$ cat config.mk
export PLATFORM = sky130hd
export DESIGN_NAME = acm_reg_bridge
export DESIGN_NICKNAME = d
export VERILOG_FILES = /design/src/rtl/acm_reg_bridge.sv
export SDC_FILE = /design/constraint.sdc
export NUM_CORES = 1
export LEC_CHECK = 0
export CORE_ASPECT_RATIO = 0.6
export CORE_UTILIZATION = 53
export DETAILED_ROUTE_END_ITERATION = 12
export PLACE_DENSITY = 0.81
export SKIP_CTS_REPAIR_TIMING = 1
export SLEW_MARGIN = 25
export SYNTH_ARGS = -nofsm -noshare
export SYNTH_HDL_FRONTEND = slang
export SYNTH_SLANG_ARGS = --single-unit
export TNS_END_PERCENT = 10
$ cat constraint.sdc
create_clock -name clk -period 5.3 [get_ports clk]
set_input_delay 0.795 -clock clk [delete_from_list [all_inputs] [get_ports clk]]
set_output_delay 0.795 -clock clk [all_outputs]
set_load 0.02 [all_outputs]
$ cat src/rtl/acm_reg_bridge.sv
// acm_reg_bridge
//   Turns host command frames arriving over the ACM byte stream into single
//   32-bit register reads/writes on a strobe/ack bus, then returns a reply.
//
//   Frames:  'W'(0x57) addr d0 d1 d2 d3   -> write, reply 0x06
//            'R'(0x52) addr               -> read,  reply d0..d3 (LSB first)
//            any other opcode, or bus ack timeout -> reply 0x15 (NAK)
//
// Ports:
//   clk, rst                  user clock, synchronous active-low reset
//   rx_data/rx_valid/rx_ready command byte stream in (valid/ready)
//   tx_data/tx_valid/tx_ready reply byte stream out (valid/ready)
//   bus_addr/bus_wdata        register address / write data (held after use)
//   bus_we/bus_re             write/read strobe, high until bus_ack
//   bus_rdata/bus_ack         read data / one-cycle completion
//   busy                      high whenever not idle
//
// state | meaning
// ------+---------------------------------------------------------------
// IDLE  | waiting for an opcode byte
// ADDR  | waiting for the address byte (inter-byte timeout armed)
// WDATA | collecting write data bytes d0..d3 (inter-byte timeout armed)
// BUS   | strobe asserted, waiting for bus_ack (ack timeout armed)
// RESP  | presenting reply bytes on tx, no timeout

module acm_reg_bridge #(
  parameter int TIMEOUT = 1_000_000,
  parameter int TO_W    = 20
) (
  input  logic        clk,
  input  logic        rst,
  input  logic [7:0]  rx_data,
  input  logic        rx_valid,
  output logic        rx_ready,
  output logic [7:0]  tx_data,
  output logic        tx_valid,
  input  logic        tx_ready,
  output logic [7:0]  bus_addr,
  output logic [31:0] bus_wdata,
  output logic        bus_we,
  output logic        bus_re,
  input  logic [31:0] bus_rdata,
  input  logic        bus_ack,
  output logic        busy
);

  localparam logic [7:0]      OP_WRITE = 8'h57;
  localparam logic [7:0]      OP_READ  = 8'h52;
  localparam logic [7:0]      REP_ACK  = 8'h06;
  localparam logic [7:0]      REP_NAK  = 8'h15;
  localparam logic [TO_W-1:0] TO_LAST  = TO_W'(TIMEOUT - 1);

  typedef enum logic [2:0] {
    S_IDLE,
    S_ADDR,
    S_WDATA,
    S_BUS,
    S_RESP
  } state_e;

  state_e          state_q, state_d;
  logic            is_read_q, is_read_d;
  logic [1:0]      idx_q, idx_d;
  logic [TO_W-1:0] cnt_q, cnt_d;
  logic [31:0]     resp_word_q, resp_word_d;
  logic [1:0]      resp_last_q, resp_last_d;
  logic            rx_ready_q, rx_ready_d;
  logic            tx_valid_q, tx_valid_d;
  logic [7:0]      tx_data_q, tx_data_d;
  logic [7:0]      bus_addr_q, bus_addr_d;
  logic [31:0]     bus_wdata_q, bus_wdata_d;
  logic            bus_we_q, bus_we_d;
  logic            bus_re_q, bus_re_d;
  logic            busy_q, busy_d;

  logic            rx_fire;
  logic            tx_fire;
  logic [1:0]      nxt_idx;

  assign rx_fire = rx_valid & rx_ready_q;
  assign tx_fire = tx_valid_q & tx_ready;

  always_comb begin
    state_d     = state_q;
    is_read_d   = is_read_q;
    idx_d       = idx_q;
    cnt_d       = cnt_q;
    resp_word_d = resp_word_q;
    resp_last_d = resp_last_q;
    tx_valid_d  = tx_valid_q;
    tx_data_d   = tx_data_q;
    bus_addr_d  = bus_addr_q;
    bus_wdata_d = bus_wdata_q;
    bus_we_d    = bus_we_q;
    bus_re_d    = bus_re_q;
    nxt_idx     = idx_q + 2'd1;

    case (state_q)
      S_IDLE: begin
        cnt_d = '0;
        if (rx_fire) begin
          if (rx_data == OP_WRITE) begin
            state_d   = S_ADDR;
            is_read_d = 1'b0;
          end else if (rx_data == OP_READ) begin
            state_d   = S_ADDR;
            is_read_d = 1'b1;
          end else begin
            // Unknown opcode: NAK immediately so the host can resync.
            state_d     = S_RESP;
            tx_valid_d  = 1'b1;
            tx_data_d   = REP_NAK;
            resp_word_d = {24'h0, REP_NAK};
            resp_last_d = 2'd0;
            idx_d       = 2'd0;
          end
        end
      end

      S_ADDR: begin
        if (rx_fire) begin
          cnt_d      = '0;
          bus_addr_d = rx_data;
          idx_d      = 2'd0;
          if (is_read_q) begin
            state_d  = S_BUS;
            bus_re_d = 1'b1;
          end else begin
            state_d = S_WDATA;
          end
        end else if (cnt_q == TO_LAST) begin
          // Host stalled mid-frame: discard silently.
          state_d = S_IDLE;
          cnt_d   = '0;
        end else begin
          cnt_d = cnt_q + TO_W'(1);
        end
      end

      S_WDATA: begin
        if (rx_fire) begin
          cnt_d = '0;
          bus_wdata_d[{idx_q, 3'b000} +: 8] = rx_data;
          if (idx_q == 2'd3) begin
            state_d  = S_BUS;
            bus_we_d = 1'b1;
            idx_d    = 2'd0;
          end else begin
            idx_d = nxt_idx;
          end
        end else if (cnt_q == TO_LAST) begin
          state_d = S_IDLE;
          cnt_d   = '0;
          idx_d   = 2'd0;
        end else begin
          cnt_d = cnt_q + TO_W'(1);
        end
      end

      S_BUS: begin
        // Ack wins over a timeout landing in the same cycle.
        if (bus_ack) begin
          bus_we_d   = 1'b0;
          bus_re_d   = 1'b0;
          cnt_d      = '0;
          idx_d      = 2'd0;
          state_d    = S_RESP;
          tx_valid_d = 1'b1;
          if (is_read_q) begin
            resp_word_d = bus_rdata;
            resp_last_d = 2'd3;
            tx_data_d   = bus_rdata[7:0];
          end else begin
            resp_word_d = {24'h0, REP_ACK};
            resp_last_d = 2'd0;
            tx_data_d   = REP_ACK;
          end
        end else if (cnt_q == TO_LAST) begin
          bus_we_d    = 1'b0;
          bus_re_d    = 1'b0;
          cnt_d       = '0;
          idx_d       = 2'd0;
          state_d     = S_RESP;
          tx_valid_d  = 1'b1;
          tx_data_d   = REP_NAK;
          resp_word_d = {24'h0, REP_NAK};
          resp_last_d = 2'd0;
        end else begin
          cnt_d = cnt_q + TO_W'(1);
        end
      end

      S_RESP: begin
        if (tx_fire) begin
          if (idx_q == resp_last_q) begin
            state_d    = S_IDLE;
            tx_valid_d = 1'b0;
            idx_d      = 2'd0;
          end else begin
            idx_d     = nxt_idx;
            tx_data_d = resp_word_q[{nxt_idx, 3'b000} +: 8];
          end
        end
      end

      default: begin
        state_d = S_IDLE;
      end
    endcase

    rx_ready_d = (state_d == S_IDLE) || (state_d == S_ADDR) || (state_d == S_WDATA);
    busy_d     = (state_d != S_IDLE);
  end

  always_ff @(posedge clk) begin
    if (!rst) begin
      state_q     <= S_IDLE;
      is_read_q   <= 1'b0;
      idx_q       <= 2'd0;
      cnt_q       <= '0;
      resp_word_q <= 32'h0;
      resp_last_q <= 2'd0;
      rx_ready_q  <= 1'b1;
      tx_valid_q  <= 1'b0;
      tx_data_q   <= 8'h0;
      bus_addr_q  <= 8'h0;
      bus_wdata_q <= 32'h0;
      bus_we_q    <= 1'b0;
      bus_re_q    <= 1'b0;
      busy_q      <= 1'b0;
    end else begin
      state_q     <= state_d;
      is_read_q   <= is_read_d;
      idx_q       <= idx_d;
      cnt_q       <= cnt_d;
      resp_word_q <= resp_word_d;
      resp_last_q <= resp_last_d;
      rx_ready_q  <= rx_ready_d;
      tx_valid_q  <= tx_valid_d;
      tx_data_q   <= tx_data_d;
      bus_addr_q  <= bus_addr_d;
      bus_wdata_q <= bus_wdata_d;
      bus_we_q    <= bus_we_d;
      bus_re_q    <= bus_re_d;
      busy_q      <= busy_d;
    end
  end

  assign rx_ready  = rx_ready_q;
  assign tx_valid  = tx_valid_q;
  assign tx_data   = tx_data_q;
  assign bus_addr  = bus_addr_q;
  assign bus_wdata = bus_wdata_q;
  assign bus_we    = bus_we_q;
  assign bus_re    = bus_re_q;
  assign busy      = busy_q;

endmodule

==> impl_metrics.toml <==
[status]
status = "complete, no violations"

[final_layout]
ff_latch_area_sq_mm = 0.002242
filler_cell_count = 698
mostFrequentLayoutCells = "dfxtp_1 (112), clkdlybuf4s50_1 (97), nand2_1 (70)"
synthToLayoutAreaGrowth_pct = 23.67
antenna_cells = 0
multi_input_area_sq_mm = 0.002650
fin_nets = 677
fin_cells = 760
final_common_cell = "dfxtp_1"
final_util_pct = 68.36
design_area_sq_mm = 0.006327
drive_above_1_share_pct = 6.667

[setup_path]
r2r-end = "bus_wdata[21]$_SDFFE_PN0P_"
slowest_delay_ns = 0.79
cp_top_family = "simple AND/OR/NAND/NOR gates"
crit_path_end_kind = "flip-flop"
slowest_stage = "dfxtp_1"
r2r_slack_ns = 2.20
cp-startpoint = "idx_q[0]$_SDFFE_PN0P_"
cp_max_fo = 19
arrival_ns = 3.37
rr_worst_depth = 5
start_kind = "flip-flop"
crit_chain = "inv_1 -> ha_1 -> nor3b_1 -> nand3_1 -> a21boi_0"
crit_buf_inv = 1
crit_type = "flip-flop to flip-flop"
crit_required_ns = 5.57
rr_startpoint = "idx_q[0]$_SDFFE_PN0P_"

[floorplanning]
fp.dieW_um = 128.8
die_area_sq_mm = 0.01006
rows = 27
core_area_sq_mm = 0.009256
start_util_pct = 55.27
io_pins = 98
die_height_um = 78.11

[yosys]
syn_avg_cell_area_sq_um = 9.268
synth_edf_count = 0
ys_warn_count = 0
syn_nets = 604
ys.flop_type = "dfxtp_1"
yosys.cell_types.count = 64
yosysSeqAreaShare_pct = 43.82
syn_area_sq_mm = 0.005116
postSynth.asyncResetShare_pct = 0
synth-seq-cells = 112
syn_inst = 552

[sta]
setup_viol = 0
period_share_pct = 58.55
slew_headroom_pct = 32.57
grt_setup_unrepaired = "no"
worst_pin_slew_ns = 1.009
clock_skew_ns = 0.01006
hold_violations = 0
whs_ns = 0.4513
tns_ns = 0
slew_viol_final = 0
worst_slack_ns = 2.197
period_needed_ns = 3.103
max_freq_ghz = 0.3222

[power]
irDropWorstVdd_mv = 0.2010
p_leak_nw = 2.222
power_density_mw_per_mm2 = 264.7
power.total_mw = 1.675

[clocking]
clock_latency_ns = 0.35
clockBufferDepth = 2
tritoncts = "built"
clk_pin_slew_worst_paths_ns = 0.07
cts_buffers = 9
cts_num_sinks = 112
cts-htree-levels = 3
cts-root-buf = "clkbuf_16"

[global_routing]
antenna_found_initial = 0
grt_pass1_wl_um = 21220
grt_max_degree = 66
grt_pass1_vias = 4134
gr-usage-all-layers_pct = 27.42
overflow = 0

[detailed_routing]
wl_per_cell_um = 17.63
ant_nets = 0
vias = 4495
drc = 0
first_pass_iters = 5
wl_um = 13400
drt-vias-per-instance = 5.914
drtIter0Drc = 361

[place]
port_buffers = 97
place.gp.congestion = 0.9092
dp_hpwl_um = 9562
placed_area_sq_mm = 0.006055
placed_cells = 744
dp_slack_ns = 2.142

[hold_path]
min_path_cells = 2
holdCritStartpoint = "resp_word_q[0]$_SDFFE_PN0P_"
min_path_type = "flip-flop to flip-flop"
min_to = "resp_word_q[0]$_SDFFE_PN0P_"

[flow_run]
drv_cap = 0
## cell usage after synthesis, types with 2 or more instances
master | count | area share [%]
a21boi_0 | 39 | 5.7
mux2i_1 | 9 | 1.8
clkbuf_1 | 18 | 1.3
ha_1 | 7 | 1.7
o21ai_0 | 14 | 1.4
nand4_1 | 7 | 0.86
clkbuf_2 | 2 | 0.20
nor3b_1 | 4 | 0.59
and3b_1 | 2 | 0.34
and2_1 | 6 | 0.73
o211ai_1 | 3 | 0.44
and4b_1 | 2 | 0.39
nor2_1 | 46 | 3.4
o21ai_1 | 2 | 0.20
dfxtp_1 | 112 | 44
xnor2_1 | 6 | 1.0
inv_1 | 7 | 0.51
o311ai_0 | 2 | 0.34
nor3_1 | 4 | 0.39
buf_12 | 3 | 1.2
nand2_1 | 70 | 5.1
nand2b_1 | 3 | 0.37
o21a_1 | 4 | 0.59
o221a_2 | 9 | 2.0
buf_1 | 5 | 0.37
a21oi_1 | 13 | 1.3
a21o_1 | 2 | 0.29
a31oi_1 | 2 | 0.24
mux4_2 | 8 | 3.5
and3_1 | 10 | 1.2
buf_2 | 7 | 0.68
nand3b_1 | 2 | 0.29
a22o_1 | 25 | 4.3
xor2_1 | 11 | 1.9
nand4b_1 | 2 | 0.34
nor2b_1 | 10 | 1.2
nand3_1 | 47 | 4.6
## sequential cells by signal, indices dropped and copies added (netlist names)
register     count
bus_wdata       32
resp_word_q     32
cnt_q           20
bus_addr         8
tx_data          8
state_q          3
idx_q            2
bus_re           1
bus_we           1
busy             1
is_read_q        1
resp_last_q      1
rx_ready         1
tx_valid         1
## per-layer routing
metal	share of wire [%]	global-route usage (%)	wire, um	vias up
li1	-	-	-	2119
met1	47	39.65	6309	2138
met2	41	39.62	5532	209
met3	10	8.180	1355	29
met4	1.5	6.824	197	0
met5	0	0	0	-
## worst max-delay path by stage
| stage | cells after the start | end | slack (ns) |
|---|---|---|---|
| floorplan | 7 | tx_data[0]$_SDFFE_PN0P_ | 2.93 |
| global placement | 5 | resp_word_q[26]$_SDFFE_PN0P_ | 2.28 |
| detailed placement | 5 | bus_wdata[13]$_SDFFE_PN0P_ | 2.14 |
| CTS | 5 | bus_wdata[13]$_SDFFE_PN0P_ | 2.13 |
| global route | 5 | bus_wdata[4]$_SDFFE_PN0P_ | 1.95 |
| finish | 5 | bus_wdata[21]$_SDFFE_PN0P_ | 2.20 |
## tightest hold or removal path: cells and delay by family, from the launching register on
kind	cells	cell delay, ns
buffers and inverters	1	0.05
AO/OA/AOI/OAI	1	0.05
flip-flops	1	0.31
## cells by family (layout without fill, tap and decap cells)
family	count (synthesis)	count (layout)	share of synthesized area [%]
muxes	17	17	5.282
buffers and inverters	43	121	4.475
DFF	112	112	43.82
adders and majority gates	7	7	1.712
AOI/OAI and AO/OA	126	126	18.64
xor gates and xnor gates	17	17	2.910
and+or+nand+nor	230	230	23.16
## report_power, final
part	switching (mW)	internal (mW)	leakage, nW
sequential	0.0151	0.858	0.905
combinational	0.0920	0.0840	1.19
clock	0.295	0.331	0.130
## layout make-up
cell class	count	share of cell area, %
repair buffers	98	15.46
clock inverters	3	0.2768
well taps	130	2.571
clock buffers	13	3.955
inverters	7	0.4153
flip-flops and latches	112	35.44
multi-input cells	397	41.88
(Power assumes the default switching activity.)
